**config.mk**
```make
export PLATFORM = sky130hd
export DESIGN_NAME = pll_lock_mgr
export DESIGN_NICKNAME = d
export VERILOG_FILES = /design/src/rtl/pll_lock_mgr.sv
export SDC_FILE = /design/constraint.sdc
export NUM_CORES = 1
export LEC_CHECK = 0
export BUFFER_PORTS_ARGS = -buffer_cell sky130_fd_sc_hd__clkbuf_2
export CORE_UTILIZATION = 50
export CTS_BUF_LIST = sky130_fd_sc_hd__clkbuf_4 sky130_fd_sc_hd__clkbuf_8 sky130_fd_sc_hd__clkbuf_16
export DETAILED_ROUTE_END_ITERATION = 7
export GPL_TIMING_DRIVEN = 0
export HOLD_SLACK_MARGIN = 0.1
export PLACE_DENSITY = 0.69
export SLEW_MARGIN = 20
export SYNTH_ARGS = -nofsm -noshare
export SYNTH_HDL_FRONTEND = slang
export SYNTH_SLANG_ARGS = --single-unit
```
**constraint.sdc**
```tcl
create_clock -name clk -period 2.5 [get_ports clk]
set_clock_uncertainty 0.1 [all_clocks]
set_input_delay 0.125 -clock clk [delete_from_list [all_inputs] [get_ports clk]]
set_output_delay 0.125 -clock clk [all_outputs]
set_load 0.02 [all_outputs]
```
**src/rtl/pll_lock_mgr.sv**
```systemverilog
// pll_lock_mgr: reset sequencer and lock qualifier for a PLL.
// It drives the PLL reset and re-times the asynchronous lock into clk.
// It releases the system reset only after lock has been stable for a full window.
// Lock loss restarts the sequence. A lock timeout triggers a retry.
// After RETRY_MAX consecutive timeouts it latches a sticky fail.
// FSM state is held in state_q, a named internal signal that a checker can probe.
module pll_lock_mgr #(
  parameter int PWR_RST_CYC  = 8,
  parameter int LOCK_TIMEOUT = 200000,
  parameter int LOCK_STABLE  = 1024,
  parameter int RETRY_MAX    = 3,
  parameter int CNT_W        = 24
) (
  input  logic       clk,
  input  logic       rst,
  input  logic       pll_lock,
  input  logic       restart,
  output logic       pll_rst,
  output logic       sys_rst_n,
  output logic       locked,
  output logic       lock_lost,
  output logic [3:0] retry_cnt,
  output logic       fail
);

  typedef enum logic [2:0] {
    ST_RST    = 3'd0,
    ST_WAIT   = 3'd1,
    ST_STABLE = 3'd2,
    ST_RUN    = 3'd3,
    ST_FAIL   = 3'd4
  } state_t;

  // Terminal counts: each phase ends when the shared counter reaches N-1.
  localparam logic [CNT_W-1:0] RST_LAST    = CNT_W'(PWR_RST_CYC - 1);
  localparam logic [CNT_W-1:0] TIMEOUT_LAST = CNT_W'(LOCK_TIMEOUT - 1);
  localparam logic [CNT_W-1:0] STABLE_LAST = CNT_W'(LOCK_STABLE - 1);
  localparam logic [3:0]       RETRY_LIM   = 4'(RETRY_MAX);

  state_t           state_q, state_d;
  logic [CNT_W-1:0] cnt_q, cnt_d;
  logic [3:0]       retry_q, retry_d;
  logic             sync1_q, sync1_d;
  logic             lock_s_q, lock_s_d;
  logic             pll_rst_q, pll_rst_d;
  logic             locked_q, locked_d;
  logic             sys_rst_n_q, sys_rst_n_d;
  logic             lock_lost_q, lock_lost_d;
  logic             fail_q, fail_d;

  // Two-flop synchronizer for the asynchronous lock; the FSM only ever looks at lock_s_q.
  always_comb begin
    sync1_d  = pll_lock;
    lock_s_d = sync1_q;
  end

  // State register and phase counter; rst forces the power-up reset attempt.
  always_ff @(posedge clk) begin
    if (rst) begin
      state_q  <= ST_RST;
      cnt_q    <= '0;
      retry_q  <= '0;
      sync1_q  <= 1'b0;
      lock_s_q <= 1'b0;
    end else begin
      state_q  <= state_d;
      cnt_q    <= cnt_d;
      retry_q  <= retry_d;
      sync1_q  <= sync1_d;
      lock_s_q <= lock_s_d;
    end
  end

  // Next-state, counter and retry bookkeeping; restart overrides every state.
  always_comb begin
    state_d = state_q;
    cnt_d   = cnt_q;
    retry_d = retry_q;
    if (restart) begin
      state_d = ST_RST;
      cnt_d   = '0;
      retry_d = '0;
    end else begin
      case (state_q)
        ST_RST: begin
          if (cnt_q == RST_LAST) begin
            state_d = ST_WAIT;
            cnt_d   = '0;
          end else begin
            cnt_d = cnt_q + CNT_W'(1);
          end
        end
        ST_WAIT: begin
          if (lock_s_q) begin
            state_d = ST_STABLE;
            cnt_d   = '0;
          end else if (cnt_q == TIMEOUT_LAST) begin
            retry_d = (retry_q == RETRY_LIM) ? retry_q : retry_q + 4'd1;
            state_d = (retry_d == RETRY_LIM) ? ST_FAIL : ST_RST;
            cnt_d   = '0;
          end else begin
            cnt_d = cnt_q + CNT_W'(1);
          end
        end
        ST_STABLE: begin
          if (!lock_s_q) begin
            state_d = ST_WAIT;
            cnt_d   = '0;
          end else if (cnt_q == STABLE_LAST) begin
            state_d = ST_RUN;
            cnt_d   = '0;
            retry_d = '0;
          end else begin
            cnt_d = cnt_q + CNT_W'(1);
          end
        end
        ST_RUN: begin
          if (!lock_s_q) begin
            state_d = ST_RST;
            cnt_d   = '0;
          end
        end
        ST_FAIL: begin
          cnt_d = '0;
        end
        default: begin
          state_d = ST_RST;
          cnt_d   = '0;
        end
      endcase
    end
  end

  // Output decode from the upcoming state, so every output is a plain flop.
  always_comb begin
    pll_rst_d   = (state_d == ST_RST) || (state_d == ST_FAIL);
    locked_d    = (state_d == ST_RUN);
    sys_rst_n_d = (state_d == ST_RUN);
    fail_d      = (state_d == ST_FAIL);
    // The lock-loss pulse depends only on the RUN exit condition, so it still fires alongside restart.
    lock_lost_d = (state_q == ST_RUN) && !lock_s_q;
  end

  // Output registers hold their reset values while rst is high.
  always_ff @(posedge clk) begin
    if (rst) begin
      pll_rst_q   <= 1'b1;
      locked_q    <= 1'b0;
      sys_rst_n_q <= 1'b0;
      lock_lost_q <= 1'b0;
      fail_q      <= 1'b0;
    end else begin
      pll_rst_q   <= pll_rst_d;
      locked_q    <= locked_d;
      sys_rst_n_q <= sys_rst_n_d;
      lock_lost_q <= lock_lost_d;
      fail_q      <= fail_d;
    end
  end

  assign pll_rst   = pll_rst_q;
  assign sys_rst_n = sys_rst_n_q;
  assign locked    = locked_q;
  assign lock_lost = lock_lost_q;
  assign retry_cnt = retry_q;
  assign fail      = fail_q;

endmodule

```
==> key figures <==
Setup path
  – Cell Chain, Critical Path: or3_1 > nor4_4 > a21oi_4 > o31ai_4 > buf_4 > buf_6 > a2bb2oi_2 > o31ai_1
  – CP Max Fanout: 7
  – CP Data Arrival Time: 2.50 ns
  – Worst flop-to-flop path startpoint: cnt_q[6]
  – CP endpoint: cnt_q[12]
  – WP data required: approximately 2.6 ns
  – Reg2reg setup slack: 0.08 ns
  – Stages on worst setup path: 8
  – R2r endpoint: cnt_q[12]
  – Critical Path Sink Type: flop
  – Setup crit start kind: flop
  – Worst Path Buf+Inv: 2
  – CP Class: reg2reg
  – Crit path max-delay family: simple AND/OR/NAND/NOR gates
  – Critical path's largest stage delay: 0.50 ns
  – CP max stage cell: or3_1
  – Worst r2r path cells: 8
  – Worst setup startpoint: cnt_q[6]

CTS
  – CTS root buf: clkbuf_8
  – Num CTS Buffers: 5
  – Clk_lat worst skew: about 0.29 ns
  – Clock Sinks: 37
  – Clock transition at the registers of the reported paths: 0.07 ns
  – CTS tree: built
  – H-tree levels: 2
  – Clock buffer depth: 2

Global route
  – Total track usage: between 20% and 30%
  – GRT Residual Overflow: 0
  – Vias in the first global route: between 1500 and 2000
  – Largest net degree at the start of global routing: 11
  – Global-route wire length before repair: between 7 and 8 mm
  – Initial antenna violation count: 0

Synthesis
  – Synth top cells by count: dfxtp_1 (37), nand2_1 (36), nand3_1 (32)
  – Most area-consuming cells after synthesis: dfxtp_1 (37%), nand3_1 (7.9%), nand2_1 (6.7%), or3_1 (4.6%), nor2_1 (4.1%)
  – Cell accounting for the most synthesized area: dfxtp_1
  – Top cell type's share of synthesized area: a little over a third
  – Cell count after synthesis: about 260
  – Avg Cell Area, Syn: approximately 7.9 um2
  – Seq/Total Area, Yosys: roughly 37%
  – Synthesized Nets: about 260
  – Mapped cell area: ~2000 um2
  – Seq cells post-synth: 37
  – Top-count cell post-synth: dfxtp_1
  – Top FF cell, synth: dfxtp_1
  – Post-synth EDFFs: 0
  – Synth cell types: ~50
  – Ys Warns: 0
  – Async S/R FF share, synth: 0%

Detailed routing
  – Final wirelength: approximately 4.9 mm
  – Residual DRC count: 0
  – DRT iter0 DRCs: 170
  – DRT antenna net count: 0
  – Avg Vias per Cell: 5.84
  – Routed WL per cell: between 10 and 15 um
  – DR vias: between 1500 and 2000
  – DRT Pass-1 Iters: 4

Die
  – Initial core utilization: 53.7%
  – Rows: 22
  – Die Area: around 4300 um2
  – Core area: ~3800 um2
  – Die width: ~66 um
  – I/O pin cnt: 13
  – Die height: 65.7 um

STA
  – Worst Tran Pin Value: roughly 0.74 ns
  – Tmin final: approximately 2.4 ns
  – Final hold violation count: 0
  – Final setup TNS: 0 ns
  – Achievable clock frequency: roughly 0.41 GHz
  – Final Cycle Share: a little over nine tenths
  – Worst hold slack: 0.199 ns
  – Max Slew Vio Count: 0
  – Worst slew margin: 50.2%
  – Final setup vio count: 0

Pwr
  – Reg power frac: between 50% and 60%
  – Internal cell power: approximately 0.84 mW
  – Switch share: about a fifth
  – VDD IR-drop max: just over 0.3 mV
  – Proportion of power drawn by the clock network: 40.0%
  – Power share of the combinational group: roughly 4.3%
  – P_leak: a little under 0.9 nW
  – Power Dens Cells: 443 nW/um2
  – Switch Pwr: about 0.23 mW

Place
  – # port buffers: 12
  – Detail Placement HPWL: around 3.4 mm
  – Gpl congestion: between 0.8 and 0.9

Flow run
  – Maxcap violations: 0

Status
  – Run status: finished clean

Layout
  – Area growth syn-to-layout: 19.1%
  – Ant diodes: 0
  – Register area: between 700 and 800 um2
  – Fill count: 328
  – Final nets: between 200 and 300
  – Share of cells above drive strength 1: about a fifth
  – Multi-input gate area: 1310 um2

Min path
  – Min-delay worst type: in2reg
==> cell families after synthesis <==
kind of cell    after synthesis  share of synthesized area, %
fa+ha+maj                     2                          1.23
simple gates                155                          41.5
mux                           1                         0.494
compound gates               43                          15.4
flops                        37                          36.5
xor+xnor                      4                          1.73
buf+inv                      13                          3.09
==> stage by stage <==
stage	instances	power, mW	setup slack (ns)	area [um2]	util (%)
6_report	333	1.07	0.0809	2410	64.0
5_1_grt	333	1.11	-0.00910	2410	64.0
4_1_cts	326	1.08	0.00408	2300	61.1
3_5_place_dp	315	0.643	-0.386	2150	56.9
3_3_place_gp	315	0.643	-0.362	2150	56.9
2_1_floorplan	255	0.631	0.202	2030	-
==> layout by cell type, fill, tap and decap left out, drive strengths merged, types with 4 or more instances in the layout <==
master / n
dfxtp: 37
nand2: 36
nand3: 32
nor2: 22
clkbuf: 22
or3: 15
buf: 13
o21ai: 11
nand4: 9
a21oi: 8
nor4: 7
inv: 6
nor3: 6
nor2b: 5
and3: 5
or2: 4
a211oi: 4
==> worst min-delay path: stages <==
cell and delay (ns):
clkbuf_2 0.08, nor2_1 0.15, o211ai_1 0.14, nor2_1 0.04
==> sequential cells by signal, summed over array words and instances, names as in the netlist <==
| register | cells |
|---|---|
| cnt_q | 24 |
| fail | 1 |
| lock_lost | 1 |
| lock_s_d | 1 |
| lock_s_q | 1 |
| pll_rst | 1 |
| retry_cnt | 4 |
| state_q | 3 |
| sys_rst_n | 1 |
==> power groups by stage <==
stage               logic (mW)  registers [mW]  clock network [mW]
floorplan               0.0227           0.608                   0
global placement        0.0337           0.609                   0
detailed placement      0.0333           0.609                   0
CTS                     0.0387           0.596               0.442
global route            0.0502           0.596               0.466
finish                  0.0463           0.596               0.429
==> final cells by class <==
| type | count | area share, % |
|---|---|---|
| repair buffers | 24 | 6.58 |
| well taps | 48 | 2.49 |
| multi-input cells | 205 | 54.0 |
| flip-flops and latches | 37 | 30.7 |
| plain buffers | 6 | 1.50 |
| clock buffers | 7 | 3.73 |
| inverters | 6 | 0.933 |
==> per-layer routing <==
metal | global-route usage [%] | vias up | wire (um)
li1 | - | 1002 | -
met1 | 33.0 | 903 | 2480
met2 | 37.1 | 32 | 2210
met3 | 4.34 | 7 | 159
met4 | 12.5 | 0 | 66
met5 | 0 | - | 0
==> how the worst min path moves through the flow <==
stage / startpoint / to / slack [ns] / cells past startpoint
2_1_floorplan: rst / lock_s_d / 0.1 / 1
4_1_cts: restart / cnt_q[8] / 0.19 / 4
3_5_place_dp: rst / lock_s_q / 0.25 / 2
6_report: restart / cnt_q[8] / 0.20 / 4
5_1_grt: restart / cnt_q[8] / 0.23 / 4
3_3_place_gp: pll_lock / lock_s_d / 0.23 / 2
==> repair_timing <==
item	4_1_cts	5_1_grt
endpoints found under the setup margin	22	21
hold buffers	2	0
cloned	0	1
gates resized for setup	5	12
buffers inserted	2	7
pin swaps	2	7
endpoints found under the hold margin	3	0
No activity file was read; power rests on OpenSTA's default activity.
